`config.mk`:
```
export PLATFORM = sky130hd
export DESIGN_NAME = uart_echo_core
export DESIGN_NICKNAME = d
export VERILOG_FILES = /design/src/rtl/uart_pkg.sv /design/src/rtl/uart_echo_core_if.sv /design/src/rtl/clock_divider.sv /design/src/rtl/uart_rx.sv /design/src/rtl/uart_tx.sv /design/src/rtl/uart_echo_core.sv
export SDC_FILE = /design/constraint.sdc
export NUM_CORES = 1
export LEC_CHECK = 0
export BUFFER_PORTS_ARGS = -buffer_cell sky130_fd_sc_hd__buf_2
export CAP_MARGIN = 30
export CORE_ASPECT_RATIO = 1.25
export CORE_MARGIN = 3
export CORE_UTILIZATION = 65
export DETAILED_ROUTE_END_ITERATION = 10
export PLACE_DENSITY = 0.84
export SYNTH_ARGS = -nofsm -noshare
export SYNTH_HDL_FRONTEND = slang
export SYNTH_SLANG_ARGS = --single-unit
```
`constraint.sdc`:
```
create_clock -name clk -period 3.1 [get_ports clk]
set_clock_uncertainty 0.2 [all_clocks]
set_input_delay 0.155 -clock clk [delete_from_list [all_inputs] [get_ports clk]]
set_output_delay 0.155 -clock clk [all_outputs]
set_load 0.01 [all_outputs]
```
`src/rtl/uart_pkg.sv`:
```
// Shared UART definitions: frame shape, FSM state encodings and the
// oversampling divider calculation used by the echo core.
package uart_pkg;

  // 8N1 framing
  localparam int DATA_BITS = 8;
  localparam int STOP_BITS = 1;

  // The receiver runs on a half-bit tick. The stop bit is judged this many
  // ticks after the tick that first saw the start bit low.
  localparam int RX_STOP_TICK = 2 * (DATA_BITS + STOP_BITS);

  typedef enum logic [1:0] {
    RX_IDLE = 2'd0,
    RX_DATA = 2'd1,
    RX_STOP = 2'd2
  } rx_state_e;

  typedef enum logic [1:0] {
    TX_IDLE  = 2'd0,
    TX_START = 2'd1,
    TX_DATA  = 2'd2,
    TX_STOP  = 2'd3
  } tx_state_e;

  // Clocks per half bit period (truncating). The result must be at least 2.
  function automatic int uart_div(input int clk_hz, input int baud);
    return clk_hz / (2 * baud);
  endfunction

endpackage

```
`src/rtl/uart_echo_core_if.sv`:
```
// Byte handshake bundle: a one-cycle strobe with its data byte, plus a busy
// indication flowing back from the consumer.
interface uart_echo_core_if;
  logic       vld;
  logic [7:0] data;
  logic       busy;

  modport master (output vld, data, input busy);
  modport slave  (input vld, data, output busy);
endinterface

```
`src/rtl/clock_divider.sv`:
```
// Free-running divider producing the half-bit enable pulse (twice the bit
// rate). The pulse is high in the cycle the counter sits at its last value.
module clock_divider
  import uart_pkg::*;
#(
  parameter int INPUT_CLOCK  = 27000000,
  parameter int OUTPUT_CLOCK = 9600      // bit rate; clk_en runs at twice this
) (
  input  logic clk,
  input  logic rst,
  output logic clk_en
);

  localparam int DIV = uart_div(INPUT_CLOCK, OUTPUT_CLOCK);
  localparam int W   = (DIV > 1) ? $clog2(DIV) : 1;
  localparam logic [W-1:0] LAST = W'(DIV - 1);

  logic [W-1:0] r_cnt;

  // count 0..DIV-1 and wrap
  always_ff @(posedge clk) begin
    if (rst)                r_cnt <= '0;
    else if (r_cnt == LAST) r_cnt <= '0;
    else                    r_cnt <= r_cnt + 1'b1;
  end

  assign clk_en = (r_cnt == LAST);

endmodule

```
`src/rtl/uart_rx.sv`:
```
// 8N1 receiver sampling on the half-bit tick. The start bit is seen on some
// half-bit tick; every second tick after that lands inside the next bit.
// A bad stop bit drops the byte and blocks new starts until the line has
// been seen idle, so a stuck-low line is not read as a stream of zeros.
module uart_rx
  import uart_pkg::*;
(
  input  logic       clk,
  input  logic       rst,
  input  logic       i_tick2x,
  input  logic       i_rx,
  output logic [7:0] o_data,
  output logic       o_valid
);

  localparam logic [4:0] LAST_DATA_TICK = 5'(2 * DATA_BITS);
  localparam logic [4:0] STOP_TICK      = 5'(RX_STOP_TICK);

  logic [1:0] r_sync;
  logic       w_rx;
  rx_state_e  r_state;
  logic [4:0] r_tcnt;
  logic [4:0] w_tcnt_nxt;
  logic [7:0] r_shift;
  logic       r_wait_high;

  // two-flop synchronizer; resets to the idle level
  always_ff @(posedge clk) begin
    if (rst) r_sync <= 2'b11;
    else     r_sync <= {r_sync[0], i_rx};
  end

  assign w_rx       = r_sync[1];
  assign w_tcnt_nxt = r_tcnt + 5'd1;

  // frame FSM: r_tcnt counts half-bit ticks since the start was seen
  always_ff @(posedge clk) begin
    if (rst) begin
      r_state     <= RX_IDLE;
      r_tcnt      <= '0;
      r_shift     <= '0;
      r_wait_high <= 1'b0;
      o_data      <= '0;
      o_valid     <= 1'b0;
    end else begin
      o_valid <= 1'b0;
      if (i_tick2x) begin
        case (r_state)
          RX_IDLE: begin
            if (r_wait_high) begin
              if (w_rx) r_wait_high <= 1'b0;
            end else if (!w_rx) begin
              r_state <= RX_DATA;
              r_tcnt  <= '0;
            end
          end
          RX_DATA: begin
            r_tcnt <= w_tcnt_nxt;
            if (!w_tcnt_nxt[0]) r_shift <= {w_rx, r_shift[7:1]};
            if (w_tcnt_nxt == LAST_DATA_TICK) r_state <= RX_STOP;
          end
          RX_STOP: begin
            r_tcnt <= w_tcnt_nxt;
            if (w_tcnt_nxt == STOP_TICK) begin
              r_state <= RX_IDLE;
              if (w_rx) begin
                o_data  <= r_shift;
                o_valid <= 1'b1;
              end else begin
                r_wait_high <= 1'b1;
              end
            end
          end
          default: r_state <= RX_IDLE;
        endcase
      end
    end
  end

endmodule

```
`src/rtl/uart_tx.sv`:
```
// 8N1 transmitter. The line only moves on the bit tick. A launch that
// coincides with a bit tick starts the start bit at once, so a frame issued
// on a tick occupies exactly ten bit periods of busy.
module uart_tx
  import uart_pkg::*;
(
  input  logic clk,
  input  logic rst,
  input  logic i_tick1x,
  uart_echo_core_if.slave tx_if,
  output logic o_tx
);

  localparam logic [3:0] LAST_BIT = 4'(DATA_BITS);

  tx_state_e  r_state;
  logic [7:0] r_byte;
  logic [3:0] r_bit;
  logic       r_busy;

  assign tx_if.busy = r_busy;

  // frame FSM; launches outside IDLE are dropped
  always_ff @(posedge clk) begin
    if (rst) begin
      r_state <= TX_IDLE;
      r_byte  <= '0;
      r_bit   <= '0;
      r_busy  <= 1'b0;
      o_tx    <= 1'b1;
    end else begin
      case (r_state)
        TX_IDLE: begin
          if (tx_if.vld) begin
            r_byte <= tx_if.data;
            r_bit  <= '0;
            r_busy <= 1'b1;
            if (i_tick1x) begin
              o_tx    <= 1'b0;
              r_state <= TX_DATA;
            end else begin
              r_state <= TX_START;
            end
          end
        end
        TX_START: begin
          if (i_tick1x) begin
            o_tx    <= 1'b0;
            r_state <= TX_DATA;
          end
        end
        TX_DATA: begin
          if (i_tick1x) begin
            if (r_bit == LAST_BIT) begin
              o_tx    <= 1'b1;
              r_state <= TX_STOP;
            end else begin
              o_tx   <= r_byte[0];
              r_byte <= {1'b0, r_byte[7:1]};
              r_bit  <= r_bit + 4'd1;
            end
          end
        end
        TX_STOP: begin
          if (i_tick1x) begin
            r_busy  <= 1'b0;
            r_state <= TX_IDLE;
          end
        end
        default: r_state <= TX_IDLE;
      endcase
    end
  end

endmodule

```
`src/rtl/uart_echo_core.sv`:
```
// UART echo: every correctly framed byte is sent back out. Only the newest
// unsent byte is held; a byte arriving before the previous one launched
// replaces it.
module uart_echo_core
  import uart_pkg::*;
#(
  parameter int INPUT_CLOCK = 27000000,
  parameter int BAUD_RATE   = 9600
) (
  input  logic       clk,
  input  logic       rst,
  input  logic       rx,
  output logic       tx,
  output logic [7:0] rx_data,
  output logic       rx_valid,
  output logic       tx_busy
);

  logic w_tick2x;
  logic w_tick1x;
  logic r_phase;
  logic r_pend;
  logic w_launch;

  uart_echo_core_if w_tx_if ();

  clock_divider #(
    .INPUT_CLOCK (INPUT_CLOCK),
    .OUTPUT_CLOCK(BAUD_RATE)
  ) u_div (
    .clk   (clk),
    .rst   (rst),
    .clk_en(w_tick2x)
  );

  // phase splits the half-bit tick into one pulse per bit period
  always_ff @(posedge clk) begin
    if (rst)           r_phase <= 1'b0;
    else if (w_tick2x) r_phase <= ~r_phase;
  end

  assign w_tick1x = w_tick2x & r_phase;

  uart_rx u_rx (
    .clk     (clk),
    .rst     (rst),
    .i_tick2x(w_tick2x),
    .i_rx    (rx),
    .o_data  (rx_data),
    .o_valid (rx_valid)
  );

  // launch on a bit tick whenever a byte waits and the transmitter is free
  assign w_launch = w_tick1x & r_pend & ~w_tx_if.busy;

  // a fresh byte wins over a launch in the same cycle
  always_ff @(posedge clk) begin
    if (rst)           r_pend <= 1'b0;
    else if (rx_valid) r_pend <= 1'b1;
    else if (w_launch) r_pend <= 1'b0;
  end

  assign w_tx_if.vld  = w_launch;
  assign w_tx_if.data = rx_data;
  assign tx_busy      = w_tx_if.busy;

  uart_tx u_tx (
    .clk     (clk),
    .rst     (rst),
    .i_tick1x(w_tick1x),
    .tx_if   (w_tx_if.slave),
    .o_tx    (tx)
  );

endmodule

```
Yosys cells after proc, flatten, opt, wreduce, memory -nomap -nowiden. Cells that the tools add are included.

Bitwise gates (word level): 9. Mux-type cells: 39. Equality and inequality tests: 20. Reduce and logical (&&, ||, !) cells: 20. Add/sub/neg operators: 3.

Operator list (count): 2-to-1 mux 8 bit (3); 2-to-1 mux 2 bit (10); one-hot mux 8 bit (2 select lines) (1); AND reduction 4 bit (4); != test 2 bit (second input constant) (7); 2-to-1 mux 1 bit (13); 2-to-1 mux 4 bit (3); adder 11 x 1 -> 11 bit (second input constant) (1); equality test 11 bit (second input constant) (1); equality test 5 bit (second input constant) (2); 2-to-1 mux 5 bit (2); one-hot mux 5 bit (2 select lines) (1); AND reduction 5 bit (2); nonzero test 2 bit (5); AND reduction 3 bit (3); != test 2 x 1 -> 1 bit (second input constant) (4); one-hot mux 2 bit (4 select lines) (1); one-hot mux 4 bit (2 select lines) (1); equality test 2 bit (second input constant) (3); NOT 1 bit (6); one-hot mux 2 bit (3 select lines) (1); adder 5 x 1 -> 5 bit (second input constant) (1); adder 4 x 1 -> 4 bit (second input constant) (1); equality test 2 x 1 -> 1 bit (second input constant) (2); 8 further kinds (13).

Flip-flop bits (word level): 56. Output and inout bits: 11.

Depth between registers and ports, before layout. Gate-level depths: netlist (run 1).

Depth in word-level cells: 6. Mapped depth: 10.

Cells and area by module. A second synthesis (run 1) with hierarchy kept.

Cells, all modules: 295. Area, all modules: 2725.1 um^2.

Modules (own cells, without submodules): uart_rx (seq. area each 540.5 um^2, cells each 135, instances 1, area each 1238.7 um^2); uart_tx (seq. area each 320.3 um^2, cells each 95, instances 1, area each 895.9 um^2); clock_divider (seq. area each 220.2 um^2, cells each 56, instances 1, area each 500.5 um^2); uart_echo_core (seq. area each 40.0 um^2, cells each 9, instances 1, area each 90.1 um^2).

Worst setup path before layout (run 1). No wires, ideal clock.

Path type: register to register. From: register u_div.r_cnt[1]. To: register u_tx.r_state[0]. Path buffers: 2. Setup time: 0.101 ns. Data arrival time: 1.729 ns. Slack: 1.070 ns. Stages on the path, launching flop included: 9. Path through: dfxtp_1 inv_1 ha_1 and4b_1 and4b_1 buf_6 buf_6 a311o_1 o41ai_1.

Word-level cells in the longest chain between the ends: 6. Elaborated cells between the ends (all ways): 12. Those cells by class: eq/ne: 5; mux: 3; bitwise: 3; reduce/logical: 1.

Ends and longest elaborated chain: start, declared (RTL line clock_divider.sv:18) `logic [W-1:0] r_cnt;`; start signal, assigned (RTL line clock_divider.sv:24) `else r_cnt <= r_cnt + 1'b1;`; equality test 11 bit * (RTL line clock_divider.sv:27) `assign clk_en = (r_cnt == LAST);`; AND 1 bit * (RTL line uart_echo_core.sv:42) `assign w_tick1x = w_tick2x & r_phase;`; AND 1 bit (2 in a row) (RTL line uart_echo_core.sv:54) `assign w_launch = w_tick1x & r_pend & ~w_tx_if.busy;`; != test 2 x 1 -> 1 bit (no source line); AND reduction 5 bit (no source line); end signal, assigned (RTL line uart_tx.sv:56) `r_state <= TX_STOP;`; end signal, assigned (RTL line uart_tx.sv:67) `r_state <= TX_IDLE;`; end signal, assigned (RTL line uart_tx.sv:70) `default: r_state <= TX_IDLE;`; end, declared (RTL line uart_tx.sv:16) `tx_state_e r_state;`.

Mark *: on every way between the ends. The rest lies on a longest branch, timed or not. The select of a mux whose other input is x is not followed. A chain may end at the register's enable or synchronous reset.

Worst setup path in the final report (run 1).
From: register u_div.r_cnt[0]. To: register u_tx.r_byte[1].

Word-level cells in the longest chain between the ends: 6. Elaborated cells between the ends (all ways): 7. Those cells by class: eq/ne: 3; bitwise: 3; reduce/logical: 1.

Ends and longest elaborated chain: equality test 11 bit * (RTL line clock_divider.sv:27); AND 1 bit * (RTL line uart_echo_core.sv:42); AND 1 bit (2 in a row) (RTL line uart_echo_core.sv:54); != test 2 x 1 -> 1 bit (no source line); AND reduction 4 bit (no source line) *; end signal, assigned (RTL line uart_tx.sv:35) `r_byte <= tx_if.data;`; end signal, assigned (RTL line uart_tx.sv:59) `r_byte <= {1'b0, r_byte[7:1]};`; end, declared (RTL line uart_tx.sv:17) `logic [7:0] r_byte;`.

Mark *: on every way between the ends. The rest lies on a longest branch, timed or not.

==> results of run 1 <==
## registers in the layout, indices dropped and copies added (netlist names)
name and cells:
u_div.r_cnt 11, u_rx.o_data 8, u_rx.r_shift 8, u_tx.r_byte 8, u_rx.r_tcnt 5, u_tx.r_bit 4
u_rx.r_state 2, u_rx.r_sync 2, u_tx.r_state 2, r_pend 1, r_phase 1, u_rx.o_valid 1
u_rx.r_wait_high 1, u_tx.o_tx 1, u_tx.tx_if.busy 1
## per-stage QoR
step                power (µW)  util [%]  instance area (µm²)  cells  hold WS, ps
floorplan                  802         -                 2700    300         58.8
global placement           814      71.1                 2760    352          137
detailed placement         815      71.1                 2760    352          140
CTS                       1290      74.2                 2880    361          146
global route              1330      74.2                 2880    361          167
finish                    1270      74.2                 2880    361          147
## logic make-up (layout without fill, tap and decap cells)
kind of cell    after synthesis  after routing  synth area share (%)
simple gates                113            113                  21.4
fa+ha+maj                    16             16                  7.42
xor+xnor                      9              9                  2.92
mux                          24             24                  8.90
flops                        56             56                  41.5
compound gates               55             55                  13.2
buf+inv                      27             34                  4.59
## final cells by class
class | instances | area (µm²)
Tap cell | 54 | 67.6
Clock inverter | 2 | 38.8
Multi-Input combinational cell | 217 | 1450
Timing Repair Buffer | 15 | 82.6
Fill cell | 311 | 1000
Inverter | 11 | 41.3
Sequential cell | 56 | 1120
Clock buffer | 6 | 72.6
## worst register-to-register path: cells and delay by family (launching register included)
kind                     cells  cell delay, ps
AO/OA/AOI/OAI                1             240
flip-flops                   1             430
AND/OR/NAND/NOR              4            1590
adder cells (fa/ha/maj)      1             180
## where the power goes
group / leakage (µW) / internal (µW) / switching (µW) / total (µW)
Clock: 0.0000558 / 244 / 228 / 472
Sequential: 0.000452 / 728 / 9.82 / 738
Combinational: 0.000523 / 23.4 / 40.9 / 64.3
## layer usage
layer	vias up	part of all wire (%)	GRT usage [%]
li1	1057	-	-
met1	965	44	22.3
met2	31	52	37.6
met3	6	2.7	4.58
met4	0	1.2	7.34
met5	-	0	0
## worst paths after layout
kind                                startpoint        endpoint  slack, ps  cells after the start
worst min register to register  u_rx.r_sync[0]  u_rx.r_sync[1]        220                      1
worst max-delay path            u_div.r_cnt[0]  u_tx.r_byte[1]        390                      6
worst min-delay path                       rst          r_pend        150                      2
worst max register to register  u_div.r_cnt[0]  u_tx.r_byte[1]        390                      6
## cells in the mapped netlist, types with 2 or more instances
library cell / count
or4_1: 2
nand3_1: 11
xnor2_1: 3
a31oi_1: 3
and4b_1: 4
o311ai_0: 2
ha_1: 16
o211ai_1: 2
nor2_1: 33
nand4b_1: 3
clkbuf_1: 9
o31ai_1: 4
and3_1: 3
and4_1: 2
or2_2: 2
dfxtp_1: 56
nand3b_1: 2
mux2i_1: 24
a21boi_2: 2
or3_1: 2
and2_1: 4
o21ai_0: 11
o211a_1: 2
a211oi_1: 7
nor2b_1: 2
buf_6: 2
inv_1: 11
buf_2: 3
nand2_1: 33
nand4_1: 3
xor2_1: 6
a21oi_1: 18
==> flow_metrics.tcl, run 1 <==
set metrics [dict create \
    synthCells 300 \
    grt_pass1_wl_um 8270 \
    layout-drive-gt1-share_pct 9.45 \
    worst_slack_ps 385 \
    fin_crit_ps 2710 \
    synth_ff_type "dfxtp_1" \
    p_leak_uw 0.00103 \
    place_congestion 0.796 \
    rsz0062_at_grt "no" \
    peakVddDrop_mv 0.283 \
    dr.pass1.iters 4 \
    drt-initial-drc-count 148 \
    synth_warnings 0 \
    status "completed" \
    netlist_area_um2 2700 \
    cts_resized 0 \
    syn_area_per_cell_um2 9.00 \
    crit_family "simple AND/OR/NAND/NOR gates" \
    hpwlAfterDp_um 3360 \
    areaGrowthSynthToFinish_pct 6.63 \
    core_um2 3880 \
    cp_data_arrival_time_ps 2730 \
    wire_per_inst_um 13.3 \
    clock_path_buffers 2 \
    holdBufCountCts 1 \
    ys_types 45 \
    syn_nets 319 \
    drc 0 \
    dr_total_vias 2059 \
    finalNetCount 325 \
    ant_nets 0 \
    maxCapViolations 0 \
    clk_latency_ps 310 \
    dieArea_um2 4970 \
    chipWidth_um 63.6 \
    cpMaxStageDelayCell "and4b_1" \
    via_per_inst 5.70 \
    start_kind "flip-flop" \
    ys_ff_latch 56 \
    async_flop_share_pct 0 \
    cts_max_level 2 \
    grt_overflow 0 \
    tightest_slew_ps 682 \
    holdCritPathClass "in2reg" \
    worst-path-max-fanout 18 \
    pre_cts_ws_ps 421 \
    io_buffers 13 \
    max_slew_margin_pct 53.9 \
    diodes 0 \
    num_io_pins 14 \
    crit_buf_inv 0 \
    crit_top_cell "and4b_1" \
    cts-root-buf "clkbuf_8" \
    crit_required_ps 3120 \
    post-cts-setup-buffers 0 \
    clock_sinks 56 \
    wirelength_um 4790 \
    end_kind "flip-flop" \
    clk_pin_slew_worst_paths_ps 100 \
    synth_top_cell_by_area "dfxtp_1" \
    netlist.area_leader.share_pct 41.5 \
    grt_max_degree 37 \
    critPathKind "reg2reg" \
    drv_slew 0 \
    die_y_um 78.0 \
    numCtsBuffers 5 \
    cts_tree "built" \
    final_common_cell "dfxtp_1" \
    min_period_over_period_pct 87.6 \
    grt_pass1_vias 1923 \
    fmaxAchievable_ghz 0.368 \
    grt_usage_pct 20.3 \
    cp_cell_sequence "ha_1, and4b_1, and4b_1, and3_1, nor2_1, a211oi_1" \
    tns_ps 0 \
    antenna_found_initial 0 \
    finalSetupViolations 0 \
    start_util_pct 69.6 \
    layout.cells.most_common_list "56 x dfxtp_1, 33 x nor2_1, 33 x nand2_1, 24 x mux2i_1, 18 x a21oi_1" \
    synth-edff-count 0 \
    rows 25 \
    slowest_delay_ps 640 \
    powerDensity_nw_per_um2 443 \
    ys_seq_area_share_pct 41.5 \
    hold_violations 0 \
    ys_top_cells_by_area "dfxtp_1 42%, mux2i_1 8.9%, ha_1 7.4%" \
]
Power figures use the tool's default switching activity.
==> run 2, diff against run 1 <==
--- a/config.mk
+++ b/config.mk
@@ -7,11 +7,13 @@
 export LEC_CHECK = 0
 export BUFFER_PORTS_ARGS = -buffer_cell sky130_fd_sc_hd__buf_2
 export CAP_MARGIN = 30
+export CELL_PAD_IN_SITES_DETAIL_PLACEMENT = 1
+export CELL_PAD_IN_SITES_GLOBAL_PLACEMENT = 1
 export CORE_ASPECT_RATIO = 1.25
 export CORE_MARGIN = 3
-export CORE_UTILIZATION = 65
+export CORE_UTILIZATION = 50
 export DETAILED_ROUTE_END_ITERATION = 10
-export PLACE_DENSITY = 0.84
+export PLACE_DENSITY_LB_ADDON = 0.1
 export SYNTH_ARGS = -nofsm -noshare
 export SYNTH_HDL_FRONTEND = slang
 export SYNTH_SLANG_ARGS = --single-unit
==> run 2 against run 1 <==
Worst setup slack better by 31 ps. Hold slack better by 16 ps. Cell count up 2.8%. Register-to-register slack better by 30 ps. Highest routed layer unchanged. Die area up 27%. Sequential share of layout area down 0.051 points. Clock power down 14%. Wire length up 14%.
==> flow_metrics.tcl, run 2 (same netlist as run 1, synthesis figures left out) <==
set metrics [dict create \
    tightest_slew_ps 706 \
    place_congestion 0.803 \
    diodes 0 \
    slowest_delay_ps 640 \
    worst-path-max-fanout 18 \
    largest_register_ffs 11 \
    crit_required_ps 3130 \
    cpMaxStageDelayCell "and4b_1" \
    grt_overflow 0 \
    p_leak_uw 0.00103 \
    max_flop_register "u_div.r_cnt" \
    cp_cell_sequence "ha_1, and4b_1, and4b_1, and3_1, buf_4, nor2_1, a211oi_1" \
    rsz0062_at_grt "no" \
    grt_pass1_wl_um 9610 \
    areaGrowthSynthToFinish_pct 6.77 \
    clock_path_buffers 2 \
    fin_crit_ps 2680 \
    layout.cells.most_common_list "56 x dfxtp_1, 33 x nor2_1, 33 x nand2_1, 24 x mux2i_1, 18 x a21oi_1" \
    peakVddDrop_mv 0.284 \
    maxCapViolations 0 \
    drv_slew 0 \
    cts-root-buf "clkbuf_8" \
    critPathKind "reg2reg" \
    critPathCapture "u_tx.r_byte[6]" \
    crit_buf_inv 1 \
    drc 0 \
    fmaxAchievable_ghz 0.373 \
    crit_family "simple AND/OR/NAND/NOR gates" \
    dr.pass1.iters 4 \
    io_buffers 13 \
    core_um2 5150 \
    reg2reg_to "u_tx.r_byte[6]" \
    tns_ps 0 \
    numCtsBuffers 5 \
    start_util_pct 52.4 \
    status "completed" \
    layout.cells.non_filler 371 \
    layout-drive-gt1-share_pct 10.4 \
    crit_cells 7 \
    clk_latency_ps 320 \
    finalSetupViolations 0 \
    dieArea_um2 6320 \
    regToRegSetupSlack_ps 420 \
    via_per_inst 5.67 \
    clk_pin_slew_worst_paths_ps 110 \
    holdCritPathClass "in2reg" \
    die_y_um 88.1 \
    start_kind "flip-flop" \
    chipWidth_um 71.7 \
    wirelength_um 5470 \
    grt_max_degree 37 \
    r2r_start "u_div.r_cnt[0]" \
    powerDensity_nw_per_um2 419 \
    drt-initial-drc-count 70 \
    antenna_found_initial 0 \
    cp-startpoint "u_div.r_cnt[0]" \
    dr_total_vias 2104 \
    ant_nets 0 \
    hpwlAfterDp_um 4020 \
    wire_per_inst_um 14.7 \
    hold_violations 0 \
    finalNetCount 327 \
    cp_data_arrival_time_ps 2720 \
    grt_usage_pct 19.3 \
    clock_sinks 56 \
    cts_max_level 2 \
    end_kind "flip-flop" \
    min_period_over_period_pct 86.6 \
    cts_tree "built" \
    dp.cells 362 \
    final_common_cell "dfxtp_1" \
    num_io_pins 14 \
    max_slew_margin_pct 52.2 \
    r2r_cells 7 \
    rows 29 \
    grt_pass1_vias 2104 \
    crit_top_cell "and4b_1" \
]
==> run 2: changes by cell type in the layout (fill, tap and decap cells not counted), sizes merged <==
cell      change
clkinv        +1
clkbuf        -1
bufinv        -1
clkinvlp      +1
buf           +2
==> run 2: stage by stage <==
step | setup slack, ps | utilization (%) | cell area, µm² | total power, µW | hold WS [ps]
2_1_floorplan | 1070 | - | 2700 | 802 | 58.8
3_3_place_gp | 509 | 54.0 | 2780 | 818 | 141
3_5_place_dp | 419 | 54.0 | 2780 | 820 | 142
4_1_cts | 382 | 55.9 | 2880 | 1230 | 168
5_1_grt | 114 | 55.9 | 2880 | 1270 | 181
6_report | 417 | 55.9 | 2880 | 1210 | 164
==> run 2: worst min-delay path by stage <==
stage	from	endpoint	slack, ps	cells past startpoint
global route	rst	u_rx.r_shift[0]	180	2
detailed placement	rx	u_rx.r_sync[0]	140	2
global placement	rx	u_rx.r_sync[0]	140	2
floorplan	rx	u_rx.r_sync[0]	60	1
CTS	rst	u_rx.r_shift[0]	170	2
finish	rst	u_rx.r_shift[0]	160	2
==> run 2: what timing repair did <==
| action | in CTS | in global routing |
|---|---|---|
| resized for setup | 0 | 0 |
| buffers inserted | 0 | 0 |
| endpoints found under the hold margin | 1 | 0 |
| endpoints found under the setup margin | 0 | 0 |
| hold buffers | 1 | 0 |
==> run 2: area by class of cell <==
type                       instances  area, µm²
clock buffer                       5       68.8
clock inverter                     3       21.3
fill                             604       2270
inverter                          11       41.3
multi-input combinational        217       1450
sequential                        56       1120
tap                               62       77.6
timing repair buffer              17       97.6
==> run 2: worst reg2reg max path: cells and delay by family, from the launching register on <==
kind	cells	cell delay, ps
adders and majority gates	1	180
AOI/OAI and AO/OA	1	210
DFF	1	440
and+or+nand+nor	4	1350
buffers and inverters	1	240
==> run 2: power breakdown <==
part	total, µW	switching, µW	internal, µW	leakage [µW]
logic	65.1	40.8	24.2	0.000533
registers	738	9.83	728	0.000452
clock network	405	244	161	0.0000445
total	1210	295	913	0.00103
==> run 2: per-layer routing <==
layer,vias to the layer above,share of wire [%],track usage (%)
li1,1059,-,-
met4,0,2.0,8.21
met2,16,51,34.3
met5,-,0,0
met1,1022,45,22.3
met3,7,1.9,3.79
